<file path="config.mk">
export PLATFORM = sky130hd
export DESIGN_NAME = onehot_to_binary_pipe
export DESIGN_NICKNAME = d
export VERILOG_FILES = /design/src/rtl/onehot_to_binary_pipe.sv
export SDC_FILE = /design/constraint.sdc
export NUM_CORES = 1
export LEC_CHECK = 0
export BUFFER_PORTS_ARGS = -buffer_cell sky130_fd_sc_hd__buf_2
export CORE_MARGIN = 10
export CORE_UTILIZATION = 33
export CTS_BUF_LIST = sky130_fd_sc_hd__clkbuf_2 sky130_fd_sc_hd__clkbuf_4 sky130_fd_sc_hd__clkbuf_8
export DETAILED_ROUTE_END_ITERATION = 8
export PLACE_DENSITY = 0.66
export SYNTH_ARGS = -nofsm -noshare
export SYNTH_HDL_FRONTEND = slang
export SYNTH_SLANG_ARGS = --single-unit
</file>
<file path="constraint.sdc">
create_clock -name clk -period 3.11 [get_ports clk]
set_input_delay 0.1555 -clock clk [delete_from_list [all_inputs] [get_ports clk]]
set_output_delay 0.1555 -clock clk [all_outputs]
set_load 0.1 [all_outputs]
</file>
<file path="src/rtl/onehot_to_binary_pipe.sv">
// rtl/onehot_to_binary_pipe.sv - registered one-hot to binary decoder with valid/ready and error count
// Malformed words decode to the lowest set bit (0 when empty) and flag err.

module onehot_to_binary_pipe #(
  parameter int WID        = 4,
  parameter int ONEHOT_WID = 16,
  parameter int CNT_WID    = 8
) (
  input  logic                  clk,
  input  logic                  rst_n,
  input  logic                  in_valid,
  output logic                  in_ready,
  input  logic [ONEHOT_WID-1:0] onehot,
  output logic                  out_valid,
  input  logic                  out_ready,
  output logic [WID-1:0]        bin,
  output logic                  err,
  output logic [CNT_WID-1:0]    err_cnt,
  input  logic                  err_clr
);

  localparam logic [ONEHOT_WID-1:0] ONE_OH  = ONEHOT_WID'(1);
  localparam logic [CNT_WID-1:0]    CNT_MAX = '1;
  localparam logic [CNT_WID-1:0]    CNT_ONE = CNT_WID'(1);

  logic                  accept;
  logic [WID-1:0]        dec_bin;
  logic                  dec_zero;
  logic                  dec_multi;
  logic                  dec_err;
  logic [CNT_WID-1:0]    cnt_base;
  logic [CNT_WID-1:0]    cnt_next;

  assign in_ready = !out_valid || out_ready;
  assign accept   = in_valid && in_ready;

  // Scan from the top so the last hit, i.e. the lowest set bit, wins.
  always_comb begin
    dec_bin = '0;
    for (int i = ONEHOT_WID - 1; i >= 0; i--) begin
      if (onehot[i]) begin
        dec_bin = WID'(i);
      end
    end
  end

  assign dec_zero  = ~|onehot;
  assign dec_multi = |(onehot & (onehot - ONE_OH));
  assign dec_err   = dec_zero || dec_multi;

  // Clear takes effect before the increment of the same cycle.
  always_comb begin
    cnt_base = err_clr ? '0 : err_cnt;
    cnt_next = cnt_base;
    if (accept && dec_err && (cnt_base != CNT_MAX)) begin
      cnt_next = cnt_base + CNT_ONE;
    end
  end

  always_ff @(posedge clk or negedge rst_n) begin
    if (!rst_n) begin
      out_valid <= 1'b0;
      bin       <= '0;
      err       <= 1'b0;
    end else if (accept) begin
      out_valid <= 1'b1;
      bin       <= dec_bin;
      err       <= dec_err;
    end else if (out_valid && out_ready) begin
      out_valid <= 1'b0;
    end
  end

  always_ff @(posedge clk or negedge rst_n) begin
    if (!rst_n) begin
      err_cnt <= '0;
    end else begin
      err_cnt <= cnt_next;
    end
  end

endmodule

</file>
# Yosys cells after proc, flatten, opt, wreduce, memory -nomap -nowiden
# Cells that the tools add are included.
# op_classes
n_addsub,2
mul,0
div,0
order_cmp,0
n_eq_ne,1
shift,0
muxes,20
bitwise,1
reduce_logical,11
# op_table
operator,count
two-way mux 4 bit,16
OR reduction 16 bit,2
bitwise AND 16 bit,1
two-way mux 8 bit,2
"subtractor 16 x 1 -> 16 bit, second input constant",1
"adder 8 x 1 -> 8 bit, second input constant",1
"!= test 8 bit, second input constant",1
logical AND 1 bit,4
zero test 1 bit,2
logical OR 1 bit,2
two-way mux 1 bit,2
nonzero test 2 bit,1
# totals
reg_bits,14
latchBits,0
ramBits,0
romBits,0
inputBits,21
elab_cells,39
n_memories,0

# Longest topological paths before layout
# logic_depth
word_depth,16
mapped_depth,7

# Least setup slack after synthesis
# No wires, ideal clock.
# synth_path
path_kind,reg-to-reg
from,register out_valid
to,register err_cnt[2]
setup_time_ns,0.126
t_arrival_ns,2.847
required_ns,2.984
setup_slack_ns,0.137
path_stages_with_launch,7
synth_period_minus_slack_ns,2.973
path_cell_list,dfrtp_1 > nand2b_1 > and2_1 > nand2_1 > a31oi_1 > and2_1 > o32a_1
# synth_between
elab_chain_len,6
# synth_rtl
item,line_no,text
start: declaration,14,"output logic out_valid,"
start signal: assignment,62,out_valid <= 1'b0;
start signal: assignment,66,out_valid <= 1'b1;
start signal: assignment,70,out_valid <= 1'b0;
zero test 1 bit,34,assign in_ready = !out_valid || out_ready;
logical OR 1 bit,34,
named net in_ready,12,"output logic in_ready,"
logical AND 1 bit,35,assign accept = in_valid && in_ready;
logical AND 1 bit (2 in a row),55,if (accept && dec_err && (cnt_base != CNT_MAX)) begin
two-way mux 8 bit,55,
named net cnt_next[2],32,logic [CNT_WID-1:0] cnt_next;
end signal: assignment,78,err_cnt <= cnt_next;
end: declaration,18,"output logic [CNT_WID-1:0] err_cnt,"
# The timed path passes the listed nets, and every way through them passes these cells.
# A chain may end at the register's enable or synchronous reset.

# Worst setup path after layout
# layout_path
from,register err_cnt[1]
to,register err_cnt[1]
# layout_between
elab_chain_len,4
elab_cells_between_ends,5
cone_classes,1 x add/sub; 1 x eq/ne; 2 x mux; 1 x reduce/logical
# layout_rtl
item,line_no,text
two-way mux 8 bit (*),53,cnt_base = err_clr ? '0 : err_cnt;
"parallel branches: the longest is 2 deep, another holds adder 8 x 1 -> 8 bit",--,
two-way mux 8 bit (*),55,
named net cnt_next[1],32,
# Mark *: on every way through the listed nets, which the timed path passes.

==> flow_summary.toml <==
[outcome]
outcome = "finished, final reports clean"

[timing]
rsz0062_at_grt = "false"
tns_ps = 0
setup_viol = 0
final.hold.worst_slack_ps = 91.8
drv_slew = 0
final_hold_viol_count = 0
max-slew-margin-rel = 0.672
final.period_utilization = 0.588
clock_skew_ps = 5.11
finalWorstPathRequiredPeriod_ps = 1830
maxClockFrequency_mhz = 547
worst_pin_slew_ps = 495

[cts]
cts_htree_levels = 1
ctsRootBufferMaster = "sky130_fd_sc_hd__clkbuf_4"
tritoncts = "done"
cts.reportedPaths.clkPinSlew_ps = 90
cts-buffers-inserted = 3
cts-root-to-sink-buffers = 2
cts.sinks = 14
insertion_delay_ps = 280

[route]
met2WireLength_mm = 1.51
met3_length_um = 253
route.detailed.drc = 0
uppermost_metal_layer_occupied_by_signal_nets = "met4"
initial_drc_count = 95
final_antenna_net_count = 0
met1_length_mm = 1.47
route.detailed.wl_per_inst_um = 15.2
viasPerCell = 5.53
num_vias = 1184
drtPass1Iterations = 4
postRouteWirelength_mm = 3.25

[worst_setup_path]
regToRegStartpoint = "err_cnt[1]$_DFF_PN0_"
setup.reg_to_reg.worst_slack_ps = 1280
worst_r2r_path_depth = 7
crit_path_start_kind = "flip-flop"
endpoint_kind = "flip-flop"
timing.critical_path.arrival_ps = 2010
critPathMaxFanout = 4
crit_required_ps = 3290
timing_worst_setup_path_type = "reg2reg"
rr_endpoint = "err_cnt[1]$_DFF_PN0_"

[floorplanning]
io-pin-count = 36
die_h_um = 78.8
initial_core_util = 0.342
die_width_um = 78.8
core_region_area_um2 = 3340
die-area_um2 = 6200
placement_rows = 21

[layout]
final-seq-area_um2 = 350
n_diodes = 0
layout.filler_cells = 361
area_growth_syn_to_layout_pct = 24.1
nets = 191
post_route_cells_drive_above_1_share = 0.315
multiInputGateArea_um2 = 771
fin_util = 0.424

[yosys]
synth-compound-area-share = 0.294
synth_seq_area_share = 0.307
synth_enable_flop_cells = 0
net_count_after_synthesis = 151
synth.ff_latch_count = 14
syn_area_um2 = 1140
post_synth_fa_ha_maj_area_fraction = 0.0198
synth_top_family_by_area = "simple AND/OR/NAND/NOR gates"
yosys_most_used_dff = "sky130_fd_sc_hd__dfrtp_1"
synth_area_leader_cell = "sky130_fd_sc_hd__dfrtp_1"
synth_top_area_frac = 0.307
synth_simple_gate_area_share = 0.299
async_flop_share = 1.00
post_synth_main_area_contributors = "sky130_fd_sc_hd__dfrtp_1 (31%), sky130_fd_sc_hd__nand2_1 (4.3%), sky130_fd_sc_hd__mux2_4 (4.0%)"
synthesis.area_per_instance_um2 = 8.84
yosys.area_share.xor_xnor = 0.0154
yosysUniqueCellTypes = 48
synthMuxAreaShare = 0.0483
synthesis.yosys.warnings = 0
syn-instance-count = 129

[min_path]
whs_path_depth = 2
min_path_type = "in2reg"
min-delay-start = "in_valid"
min_to = "out_valid$_DFFE_PN0P_"

[grt]
via_count_of_the_first_global_routing_pass = 1186
global_route.overflow_total = 0
grt_antenna_before_repair = 0
grt_first_pass_wirelength_mm = 5.47
gr-usage-all-layers = 0.104
grt_start_max_net_pins = 15

[placement]
gp_routability_congestion = 0.851
dp_hpwl_mm = 2.59
place.port_buffers = 35

[power]
static-leakage-power_nw = 0.681
powerDensity_nw_per_um2 = 351
vdd.ir_drop.worst_v = 0.000121

[run]
maxCapViolCount = 0
[sequential cells by signal, indices dropped and copies added, names as in the netlist]
signal     cells
err            1
out_valid      1
bin            4
err_cnt        8
[per-layer routing]
metal,vias up,global-route usage
met5,-,0
met4,0,0.0269
met3,4,0.0383
met2,43,0.174
met1,550,0.124
li1,587,-
[critical path, cell delays in order, from the launching register on]
cell and delay [ps]:
sky130_fd_sc_hd__dfrtp_1 380, sky130_fd_sc_hd__nor2b_1 170, sky130_fd_sc_hd__ha_1 250, sky130_fd_sc_hd__and2_1 200, sky130_fd_sc_hd__nand4_1 140, sky130_fd_sc_hd__nand2_1 80, sky130_fd_sc_hd__a21oi_2 180, sky130_fd_sc_hd__mux2_4 310
[cells in the mapped netlist (all sizes together) (2+ instances only)]
cell type,count
or3,3
nor2,12
and2,3
a21oi,11
and3,3
nand3,4
nand2b,2
nor3,5
a31oi,4
nor2b,5
or4,4
mux2,3
o31ai,2
o41ai,2
o2111ai,2
inv,4
nand4,3
a2111o,2
o21ai,3
nand2,13
nor4,2
a211oi,2
dfrtp,14
o211a,2
[what timing repair did]
action | in CTS | in global routing
setup endpoints to repair | 0 | 0
hold buffers | 1 | 0
setup buffers | 0 | 0
resized for setup | 0 | 0
hold endpoints to repair | 14 | 0
[through the flow]
step	std cells	setup slack (ps)	instance area (µm²)	total power, mW
floorplan	129	137	1140	0.314
global placement	209	1070	1370	0.363
detailed placement	209	1020	1370	0.366
CTS	214	1290	1420	0.500
global route	214	1120	1420	0.516
finish	214	1280	1420	0.496
[area by class of cell]
| class | instances | share of cell area |
|---|---|---|
| Clock buffer | 4 | 0.0256 |
| Inverter | 4 | 0.0106 |
| Sequential cell | 14 | 0.248 |
| Timing Repair Buffer | 36 | 0.131 |
| Multi-Input combinational cell | 110 | 0.545 |
| Tap cell | 46 | 0.0407 |
[worst max path at each step]
stage | startpoint | to | slack, ps | cells past startpoint
6_report | err_cnt[1]$_DFF_PN0_ | err_cnt[1]$_DFF_PN0_ | 1280 | 7
5_1_grt | err_cnt[1]$_DFF_PN0_ | err_cnt[1]$_DFF_PN0_ | 1120 | 7
4_1_cts | err_cnt[1]$_DFF_PN0_ | err_cnt[1]$_DFF_PN0_ | 1290 | 7
3_5_place_dp | onehot[6] | err_cnt[2]$_DFF_PN0_ | 1020 | 7
3_3_place_gp | onehot[1] | err_cnt[2]$_DFF_PN0_ | 1070 | 7
2_1_floorplan | out_valid$_DFFE_PN0P_ | err_cnt[2]$_DFF_PN0_ | 140 | 6
[kinds of logic (layout without fill, tap and decap cells)]
family | Yosys count | after routing
flip-flops | 14 | 14
adder cells (fa/ha/maj) | 2 | 2
AO/OA/AOI/OAI | 40 | 40
multiplexers | 4 | 4
XOR/XNOR | 2 | 2
AND/OR/NAND/NOR | 62 | 62
buffers and inverters | 5 | 44
[power by group]
part	switching [mW]	internal (mW)
logic	0.128	0.0387
registers	0.00529	0.191
clock network	0.0623	0.0713
total	0.196	0.301
[layout by cell type (no fill, tap or decap), types with 4 or more instances in the layout]
cell type	netlist	routed
sky130_fd_sc_hd__inv_1	4	4
sky130_fd_sc_hd__a31oi_1	4	4
sky130_fd_sc_hd__buf_2	0	35
sky130_fd_sc_hd__nor2_1	11	11
sky130_fd_sc_hd__nor3_1	5	5
sky130_fd_sc_hd__nand3_1	4	4
sky130_fd_sc_hd__dfrtp_1	14	14
sky130_fd_sc_hd__nor2b_1	5	5
sky130_fd_sc_hd__a21oi_1	8	8
sky130_fd_sc_hd__nand2_1	13	13
(Power assumes the default switching activity.)
